$ cat config.mk
export PLATFORM = sky130hd
export DESIGN_NAME = grf_wb_arbiter
export DESIGN_NICKNAME = d
export VERILOG_FILES = /design/src/rtl/grf_wb_arbiter.sv
export SDC_FILE = /design/constraint.sdc
export NUM_CORES = 1
export LEC_CHECK = 0
export CAP_MARGIN = 0
export CORE_ASPECT_RATIO = 1.75
export CORE_UTILIZATION = 29
export CTS_BUF_LIST = sky130_fd_sc_hd__clkbuf_2
export DETAILED_ROUTE_END_ITERATION = 8
export PLACE_DENSITY = 0.68
export SLEW_MARGIN = 20
export SYNTH_ARGS = -nofsm -noshare
export SYNTH_HDL_FRONTEND = slang
export SYNTH_SLANG_ARGS = --single-unit
$ cat constraint.sdc
create_clock -name clk -period 5.5 [get_ports clk]
set_input_delay 1.1 -clock clk [delete_from_list [all_inputs] [get_ports clk]]
set_output_delay 1.1 -clock clk [all_outputs]
set_load 0.03 [all_outputs]
$ cat src/rtl/grf_wb_arbiter.sv
// GRF write-port arbiter (pipeline W stage vs MDU) with MDU-pending scoreboard; optional trace via GRF_WB_TRACE_EN.
// Latency: one cycle from grant to grf_wa/wd/pc; stall/mdu_ready/pipe_hold are combinational.
// Backpressure: the pipeline is held when the MDU wins; the MDU waits at most STARVE_MAX cycles.
module grf_wb_arbiter #(
    parameter int STARVE_MAX = 4
) (
    input  logic        clk,
    input  logic        reset,
    input  logic        pipe_we,
    input  logic [4:0]  pipe_wa,
    input  logic [31:0] pipe_wd,
    input  logic [31:0] pipe_pc,
    output logic        pipe_hold,
    input  logic        mdu_valid,
    input  logic [4:0]  mdu_wa,
    input  logic [31:0] mdu_wd,
    input  logic [31:0] mdu_pc,
    output logic        mdu_ready,
    input  logic        sb_set,
    input  logic [4:0]  sb_set_wa,
    input  logic [4:0]  rd_a1,
    input  logic [4:0]  rd_a2,
    output logic        stall,
    output logic        mdu_inflight,
    output logic [4:0]  grf_wa,
    output logic [31:0] grf_wd,
    output logic [31:0] grf_pc
);

    localparam logic [3:0] STARVE_LIM = 4'(STARVE_MAX);

    logic [3:0]  cnt;
    logic [31:0] busy;
    logic [31:0] busy_nxt;
    logic        pipe_req;
    logic        mdu_req;
    logic        force_mdu;
    logic        grant_mdu;
    logic        grant_pipe;

    assign pipe_req   = pipe_we && (pipe_wa != 5'd0);
    assign mdu_req    = mdu_valid;
    assign force_mdu  = mdu_req && (cnt == STARVE_LIM);
    assign grant_mdu  = mdu_req && (!pipe_req || force_mdu);
    assign grant_pipe = pipe_req && !grant_mdu;

    assign mdu_ready    = grant_mdu;
    assign pipe_hold    = pipe_req && grant_mdu;
    assign stall        = busy[rd_a1] | busy[rd_a2];
    assign mdu_inflight = |busy;

    // Clear first, then set, so a relaunch onto the same GPR keeps it busy.
    always_comb begin
        busy_nxt = busy;
        if (grant_mdu)
            busy_nxt[mdu_wa] = 1'b0;
        if (sb_set && (sb_set_wa != 5'd0))
            busy_nxt[sb_set_wa] = 1'b1;
        busy_nxt[0] = 1'b0;
    end

    always_ff @(posedge clk or posedge reset) begin
        if (reset) begin
            cnt    <= 4'd0;
            busy   <= 32'd0;
            grf_wa <= 5'd0;
            grf_wd <= 32'd0;
            grf_pc <= 32'd0;
        end else begin
            busy <= busy_nxt;
            if (grant_mdu || !mdu_req)
                cnt <= 4'd0;
            else if (cnt < STARVE_LIM)
                cnt <= cnt + 4'd1;

            if (grant_mdu) begin
                grf_wa <= mdu_wa;
                grf_wd <= mdu_wd;
                grf_pc <= mdu_pc;
            end else if (grant_pipe) begin
                grf_wa <= pipe_wa;
                grf_wd <= pipe_wd;
                grf_pc <= pipe_pc;
            end else begin
                grf_wa <= 5'd0;
            end
        end
    end

`ifdef GRF_WB_TRACE_EN
    always @(posedge clk) begin
        if (!reset && grant_mdu && (mdu_wa != 5'd0))
            $display("@%h: $%d <= %h [MDU]", mdu_pc, mdu_wa, mdu_wd);
        else if (!reset && grant_pipe)
            $display("@%h: $%d <= %h", pipe_pc, pipe_wa, pipe_wd);
    end
`else
`endif

endmodule

# Yosys cells after proc, flatten, opt, wreduce, memory -nomap -nowiden
# Index checks and enable logic that the tools add are counted.
# word_totals
out_inout_bits,73
word_cells,54
reg_bits,104
# classes
muxes,18
bitwise_logic,4
n_eq_ne,1
reduce_logical,18
n_lt_le_gt_ge,7
n_addsub,1
# ops
op,count
two-way mux 32 bit,6
bitwise AND 32 bit,1
NOT 32 bit,1
bitwise OR 32 bit,1
OR reduction 31 bit,1
"< comparator 5 x 6 -> 1 bit, second input constant",4
binary-select mux 1 bit (select 5 bit),2
demux 1 bit (select 5 bit),2
">= comparator 5 x 1 -> 1 bit, second input constant",2
two-way mux 5 bit,2
nonzero test 5 bit,2
logical AND 1 bit,8
two-way mux 4 bit,2
"adder 4 x 1 -> 4 bit, second input constant",1
"== test 4 x 3 -> 1 bit, second input constant",1
"< comparator 4 x 3 -> 1 bit, second input constant",1
two-way mux 1 bit,4
nonzero test 2 bit,2
logical NOT 1 bit,3
logical OR 1 bit,2
bitwise OR 1 bit,1

# Logic depth before layout (Yosys ltp)
# Gate-level depths: netlist (run 1).
# depth
depth_word,9
ltp_mapped,10
ltp_nobuf,8

# Worst setup path before layout (run 1)
# No wires, ideal clock.
# synth_timing
path_kind,input to output
from,input rd_a2[1]
to,output stall
slack_ns,1.806
t_required_ns,4.400
n_path_buf,1
t_arrival_ns,2.594
stages,6
cell_sequence,clkbuf_1 > mux4_2 > mux2i_1 > nor3b_1 > a31oi_1 > o2111ai_1
# synth_via
elab_chain_len,3
# synth_lines
element,line,rtl
from (decl),22,"input logic [4:0] rd_a2,"
binary-select mux 1 bit (select 5 bit),49,assign stall = busy[rd_a1] | busy[rd_a2];
two-way mux 1 bit (not written as such),49,
bitwise OR 1 bit,49,
to (decl),23,"output logic stall,"
# Every way passes these cells. The select of a mux whose other input is x is not followed.

# Worst setup path in the final report (run 1)
# Ends and elaborated chain as after synthesis.

==> summary.md, run 1 <==
| Metric | Value |
|---|---|
| Seq/Total Area, Yosys | `50.3%` |
| Largest net degree at the start of global routing | `83` |
| Worst vdd ir | `0.139 mV` |
| Iter 0 DRT Violations | `187` |
| Global route hottest layer | `met2` |
| Register-to-Register Path Depth | `9` |
| # rows | `64` |
| Power Density | `262 mW/mm2` |
| Register bit total from synthesis | `104` |
| Number of global-route vias before repair | `4904` |
| CTS root buf | `clkbuf_2` |
| Syn Area/Cell | `9.94 um2` |
| Met3 usage | `5.07%` |
| Nets | `891` |
| Average routed wire per standard cell | `19.1 um` |
| Met1 Use GR | `22.2%` |
| Total negative slack | `0 ns` |
| GRT overflow | `0` |
| Worst Skew | `0.0412 ns` |
| Kind of critical path | `in -> out` |
| Post-DP Area | `0.00763 mm2` |
| CP Max Fanout | `7` |
| Crit. End Element | `output port` |
| Sink Count | `104` |
| Worst setup SP type | `primary input` |
| Die area | `0.0184 mm2` |
| Gp weighted congestion | `0.857` |
| Area Overhead vs Synth | `50.0%` |
| Clock Tree Buf Depth | `2` |
| Pre-CTS setup slack | `0.920 ns` |
| Final Hold Viols | `0` |
| Unrepaired setup endpoints after global routing | `no` |
| CP required | `4.40 ns` |
| Reg2reg end | `busy[19]` |
| First-pass GRT wire length | `27700 um` |
| CP arrival | `3.49 ns` |
| Detailed Route WL | `18500 um` |
| Period utilization | `83.5%` |
| Fmax | `218 MHz` |
| Initial antenna violation count | `2` |
| R2R Setup Slk | `2.95 ns` |
| Met2 Use GR | `36.6%` |
| Hold Path Class | `reg -> reg` |
| Mapped Cells | `520` |
| Max Cap Viol | `0` |
| Crit path from | `rd_a2[1]` |
| Gr usage total | `20.5%` |
| Num ports | `231` |
| Die Y | `179 um` |
| Mapped Area | `0.00517 mm2` |
| Final Critical Period | `4.59 ns` |
| Total CTS buffers | `9` |
| Most common cell after layout, fill and taps aside | `clkdlybuf4s50_1` |
| Layout Utilization | `44.4%` |
| Clk_lat worst skew | `0.61 ns` |
| Area share of the leading cell type in the synthesized netlist | `50.3%` |
| Most frequent cells in the layout | `clkdlybuf4s50_1, nand2_1, dfrtp_1` |
| Routed vias/inst | `5.07` |
| Final HPWL DP | `13700 um` |
| Worst setup path endpoint | `stall` |
| Slew margin rel. | `38.5%` |
| Leak | `3.24 nW` |
| Clk pin slew, worst setup/hold paths | `0.30 ns` |
| Initial core utilization | `29.6%` |
| Status | `finished, final reports clean` |
| Dominant cell type by area after synthesis | `dfrtp_1` |
| Placeable core region | `0.0175 mm2` |
| Die Wd | `103 um` |
| DRC | `0` |
| Slew @ Worst Pin | `0.923 ns` |
| H-tree depth | `3` |
| Layout cell share with drive strength beyond 1 | `6.79%` |
| Final antenna-violating net count | `0` |
| Post_cts resized | `0` |
| Post-Syn Nets | `680` |
| CTS tree | `built` |
| Placed instance count | `951` |
| DRT Pass-1 Iters | `5` |
| Post-CTS Setup Repair Bufs | `0` |
| Port bufs | `230` |
| Final cell count without fillers | `968` |
| Setup violators final | `0` |
| Top_reg_cell synth | `dfrtp_1` |
| Worst setup margin | `0.908 ns` |
| Final instance area | `0.00775 mm2` |
| Cts hold-fix bufs | `0` |
| Asr flop ratio synth | `100%` |
| Final slew viol count | `0` |
| Synth Warn # | `0` |
| Reg2reg start | `cnt[0]` |
| Top cells by area, synth | `dfrtp_1, nand2_1, a22oi_1, mux4_2, a22o_1` |
| Post-synth EDFFs | `0` |
| Vias | `4903` |
| Synth unique cells | `46` |
-- logic make-up after synthesis --
kind of cell | count (synthesis) | share of synthesized area (%)
adders and majority gates | 2 | 0.484
DFF | 104 | 50.3
AOI/OAI and AO/OA | 127 | 17.6
and+or+nand+nor | 224 | 20.1
muxes | 19 | 7.11
xor gates and xnor gates | 1 | 0.169
buffers and inverters | 43 | 4.19
-- worst min path at each step --
stage                from    endpoint  slack, ns  cells past startpoint
2_1_floorplan    busy[12]    busy[12]       0.49                      1
3_3_place_gp   grf_pc[25]  grf_pc[25]       0.47                      2
3_5_place_dp   grf_wd[21]  grf_wd[21]       0.48                      2
4_1_cts        grf_wd[21]  grf_wd[21]       0.54                      2
5_1_grt        grf_wd[10]  grf_wd[10]       0.56                      2
6_report       grf_wd[21]  grf_wd[21]       0.53                      2
-- flip-flops by register name, indices dropped and copies added (netlist names) --
signal	count
busy	31
cnt	4
grf_pc	32
grf_wa	5
grf_wd	32
-- stage by stage --
stage,hold WS [ns],power [mW]
finish,0.532,2.03
global route,0.562,2.15
CTS,0.540,2.05
detailed placement,0.481,1.65
global placement,0.474,1.65
floorplan,0.489,1.31
-- critical path, stage by stage --
cell and delay [ns]:
clkdlybuf4s50_1 0.58, mux4_2 0.41, nor2b_1 0.04, or4_1 0.46
o2111ai_1 0.17, clkdlybuf4s50_1 0.73
-- synthesized netlist by cell type (all sizes together) (7+ instances only) --
master / instances
nand3b: 9
buf: 20
nand2: 145
nand3: 13
clkbuf: 15
a22oi: 64
a22o: 15
nor2: 12
nor4: 7
inv: 8
mux4: 14
nor3b: 7
o21ai: 26
dfrtp: 104
o31ai: 8
-- layer usage --
| metal | vias up | share of wire, % | wire length [um] |
|---|---|---|---|
| li1 | 2309 | - | - |
| met3 | 43 | 4.8 | 883 |
| met5 | - | 0.065 | 12 |
| met2 | 199 | 55 | 10200 |
| met1 | 2350 | 37 | 6740 |
| met4 | 2 | 3.7 | 678 |
-- where the power goes --
group          internal (mW)  total [mW]  leakage, nW  switching [mW]
logic                  0.329       0.639         1.91           0.311
registers              0.875        1.00         1.26           0.129
clock network          0.110       0.387       0.0704           0.278
-- area by class of cell --
type,instances,area [um2]
Clock buffer,9,45.0
Sequential cell,104,2600
Fill cell,1772,9700
Antenna cell,1,2.50
Timing Repair Buffer,235,2340
Tap cell,231,289
Multi-Input combinational cell,373,2360
Inverter,8,32.5
Clock inverter,7,78.8
Note: power is estimated with default switching activity, not from simulation.
==> run 2, diff against run 1 <==
--- a/config.mk
+++ b/config.mk
@@ -10,7 +10,7 @@
 export CORE_UTILIZATION = 29
 export CTS_BUF_LIST = sky130_fd_sc_hd__clkbuf_2
 export DETAILED_ROUTE_END_ITERATION = 8
-export PLACE_DENSITY = 0.68
+export PLACE_DENSITY = 0.7
 export SLEW_MARGIN = 20
 export SYNTH_ARGS = -nofsm -noshare
 export SYNTH_HDL_FRONTEND = slang
==> constraint.sdc (replaced) <==
create_clock -name clk -period 4.01 [get_ports clk]
set_input_delay 0.802 -clock clk [delete_from_list [all_inputs] [get_ports clk]]
set_output_delay 0.802 -clock clk [all_outputs]
set_load 0.03 [all_outputs]
==> run 2 against run 1 <==
  * Critical path depth up 1
  * Sequential cell count unchanged
  * First-iteration DRC count up 10%
  * Via count down 0.78%
  * Register-to-register slack worse by 1.4 ns
  * Sequential power up 37%
  * Non-clock buffer count down 1
  * Cell area about the same
  * Wire length down 3.1%
  * Clock-buffer cell count unchanged
  * Sequential share of layout area about the same
==> summary.md, run 2 (synthesis results as in run 1) <==
| Metric | Value |
|---|---|
| Status | `finished, final reports clean (unchanged)` |
| Hold Path Class | `reg -> reg (unchanged)` |
| Reg2reg start | `cnt[0] (unchanged)` |
| Max layer used | `met4 (was met5)` |
| Placeable core region | `0.0175 mm2 (unchanged)` |
| Worst setup margin | `0.405 ns (was 0.908 ns)` |
| Largest registers | `grf_pc (32), grf_wd (32), busy (31) (unchanged)` |
| Initial antenna violation count | `1 (was 2)` |
| Sink Count | `104 (unchanged)` |
| Average routed wire per standard cell | `18.5 um (was 19.1 um)` |
| Final slew viol count | `0 (unchanged)` |
| CTS tree | `built (unchanged)` |
| CP Max Fanout | `7 (unchanged)` |
| Register-to-Register Path Depth | `8 (was 9)` |
| Met2 wire length | `9590 um (was 10200 um)` |
| CP required | `3.21 ns (was 4.40 ns)` |
| Power Density | `351 mW/mm2 (was 262 mW/mm2)` |
| Layout Utilization | `44.4% (about the same)` |
| Iter 0 DRT Violations | `206 (was 187)` |
| Post_cts resized | `0 (unchanged)` |
| # rows | `64 (unchanged)` |
| Worst setup SP type | `primary input (unchanged)` |
| Gr usage total | `19.5% (was 20.5%)` |
| Final Critical Period | `3.60 ns` |
| Vias | `4865 (was 4903)` |
| Period utilization | `89.9%` |
| Clk pin slew, worst setup/hold paths | `0.27 ns (was 0.30 ns)` |
| Number of global-route vias before repair | `4820 (was 4904)` |
| Clock Tree Buf Depth | `2 (unchanged)` |
| Die Y | `179 um (unchanged)` |
| Initial core utilization | `29.6% (unchanged)` |
| Pre-CTS setup slack | `0.427 ns (was 0.920 ns)` |
| Num ports | `231 (unchanged)` |
| Final antenna-violating net count | `0 (unchanged)` |
| Total CTS buffers | `9 (unchanged)` |
| Hold EP | `grf_pc[19] (was grf_wd[21])` |
| Met3 WL post-DR | `938 um (was 883 um)` |
| H-tree depth | `3 (unchanged)` |
| Most frequent cells in the layout | `clkdlybuf4s50_1, nand2_1, dfrtp_1 (unchanged)` |
| HP Start | `grf_pc[19] (was grf_wd[21])` |
| Worst vdd ir | `0.147 mV (was 0.139 mV)` |
| Area Overhead vs Synth | `49.9% (was 50.0%)` |
| Post-CTS Setup Repair Bufs | `0 (unchanged)` |
| Leak | `3.24 nW (about the same)` |
| Final HPWL DP | `13500 um (was 13700 um)` |
| Gp weighted congestion | `0.895 (was 0.857)` |
| Largest net degree at the start of global routing | `83 (unchanged)` |
| Post-layout total power | `2.72 mW (was 2.03 mW)` |
| Crit. End Element | `output port (unchanged)` |
| Nets | `890 (was 891)` |
| Clk_lat worst skew | `0.61 ns (about the same)` |
| R2R Setup Slk | `1.57 ns (was 2.95 ns)` |
| Reg2reg end | `grf_wd[9] (was busy[19])` |
| Slew @ Worst Pin | `1.02 ns (was 0.923 ns)` |
| DRT Pass-1 Iters | `5 (unchanged)` |
| Total negative slack | `0 ns (unchanged)` |
| Max Cap Viol | `0 (unchanged)` |
| Layout cell share with drive strength beyond 1 | `6.94% (was 6.79%)` |
| Final Hold Viols | `0 (unchanged)` |
| Fmax | `277 MHz` |
| Port bufs | `230 (unchanged)` |
| GRT overflow | `0 (unchanged)` |
| First-pass GRT wire length | `26500 um (was 27700 um)` |
| CTS root buf | `clkbuf_2 (unchanged)` |
| Post-DP Area | `0.00765 mm2 (was 0.00763 mm2)` |
| Final instance area | `0.00775 mm2 (about the same)` |
| Detailed Route WL | `17900 um (was 18500 um)` |
| Die Wd | `103 um (unchanged)` |
| Kind of critical path | `in -> out (unchanged)` |
| Unrepaired setup endpoints after global routing | `no (unchanged)` |
| Setup violators final | `0 (unchanged)` |
| DRC | `0 (unchanged)` |
| Die area | `0.0184 mm2 (unchanged)` |
| CP arrival | `2.80 ns (was 3.49 ns)` |
| Slew margin rel. | `31.7% (was 38.5%)` |
| Cts hold-fix bufs | `0 (unchanged)` |
| Worst Skew | `0.0517 ns (was 0.0412 ns)` |
| Routed vias/inst | `5.03 (was 5.07)` |
| WHS Path Cells | `2 (unchanged)` |
| Met1 WL | `6610 um (was 6740 um)` |
| Most common cell after layout, fill and taps aside | `clkdlybuf4s50_1 (unchanged)` |
[run 2: routing by layer]
layer  global-route usage, %  up-vias
met3                    4.29       53
met2                    33.1      200
met4                    9.80        0
met1                    22.7     2306
met5                       0        -
li1                        -     2306
[run 2: layout make-up]
cell class,count,area (um2)
Fill cell,1720,9700
Sequential cell,104,2600
Multi-Input combinational cell,373,2360
Timing Repair Buffer,234,2360
Tap cell,231,289
Clock inverter,7,53.8
Clock buffer,9,45.0
Inverter,8,32.5
Antenna cell,1,2.50
[run 2: where the power goes]
part / leakage [nW] / internal [mW] / total, mW / switching, mW
clock: 0.0622 / 0.0895 / 0.468 / 0.378
combinational: 1.92 / 0.453 / 0.885 / 0.431
sequential: 1.26 / 1.20 / 1.37 / 0.166
total: 3.24 / 1.74 / 2.72 / 0.975
[run 2: metrics by stage]
step,instances,hold WS [ns]
global placement,950,0.474
finish,967,0.530
global route,967,0.539
detailed placement,950,0.477
floorplan,520,0.489
CTS,966,0.513
[run 2: worst max-delay path, cell delays in order]
cell and delay [ns]:
clkdlybuf4s50_1 0.69, mux4_2 0.54, mux2i_1 0.17, nor3b_1 0.07
a31oi_1 0.15, o2111ai_1 0.18, buf_4 0.21
[run 2: worst max path at each step]
stage,startpoint,endpoint,cells after the start
after floorplan,reset,busy[10],1
after global placement,rd_a2[0],stall,6
after detailed placement,rd_a2[1],stall,7
after CTS,rd_a2[1],stall,7
after global routing,rd_a2[1],stall,7
final,rd_a2[1],stall,7
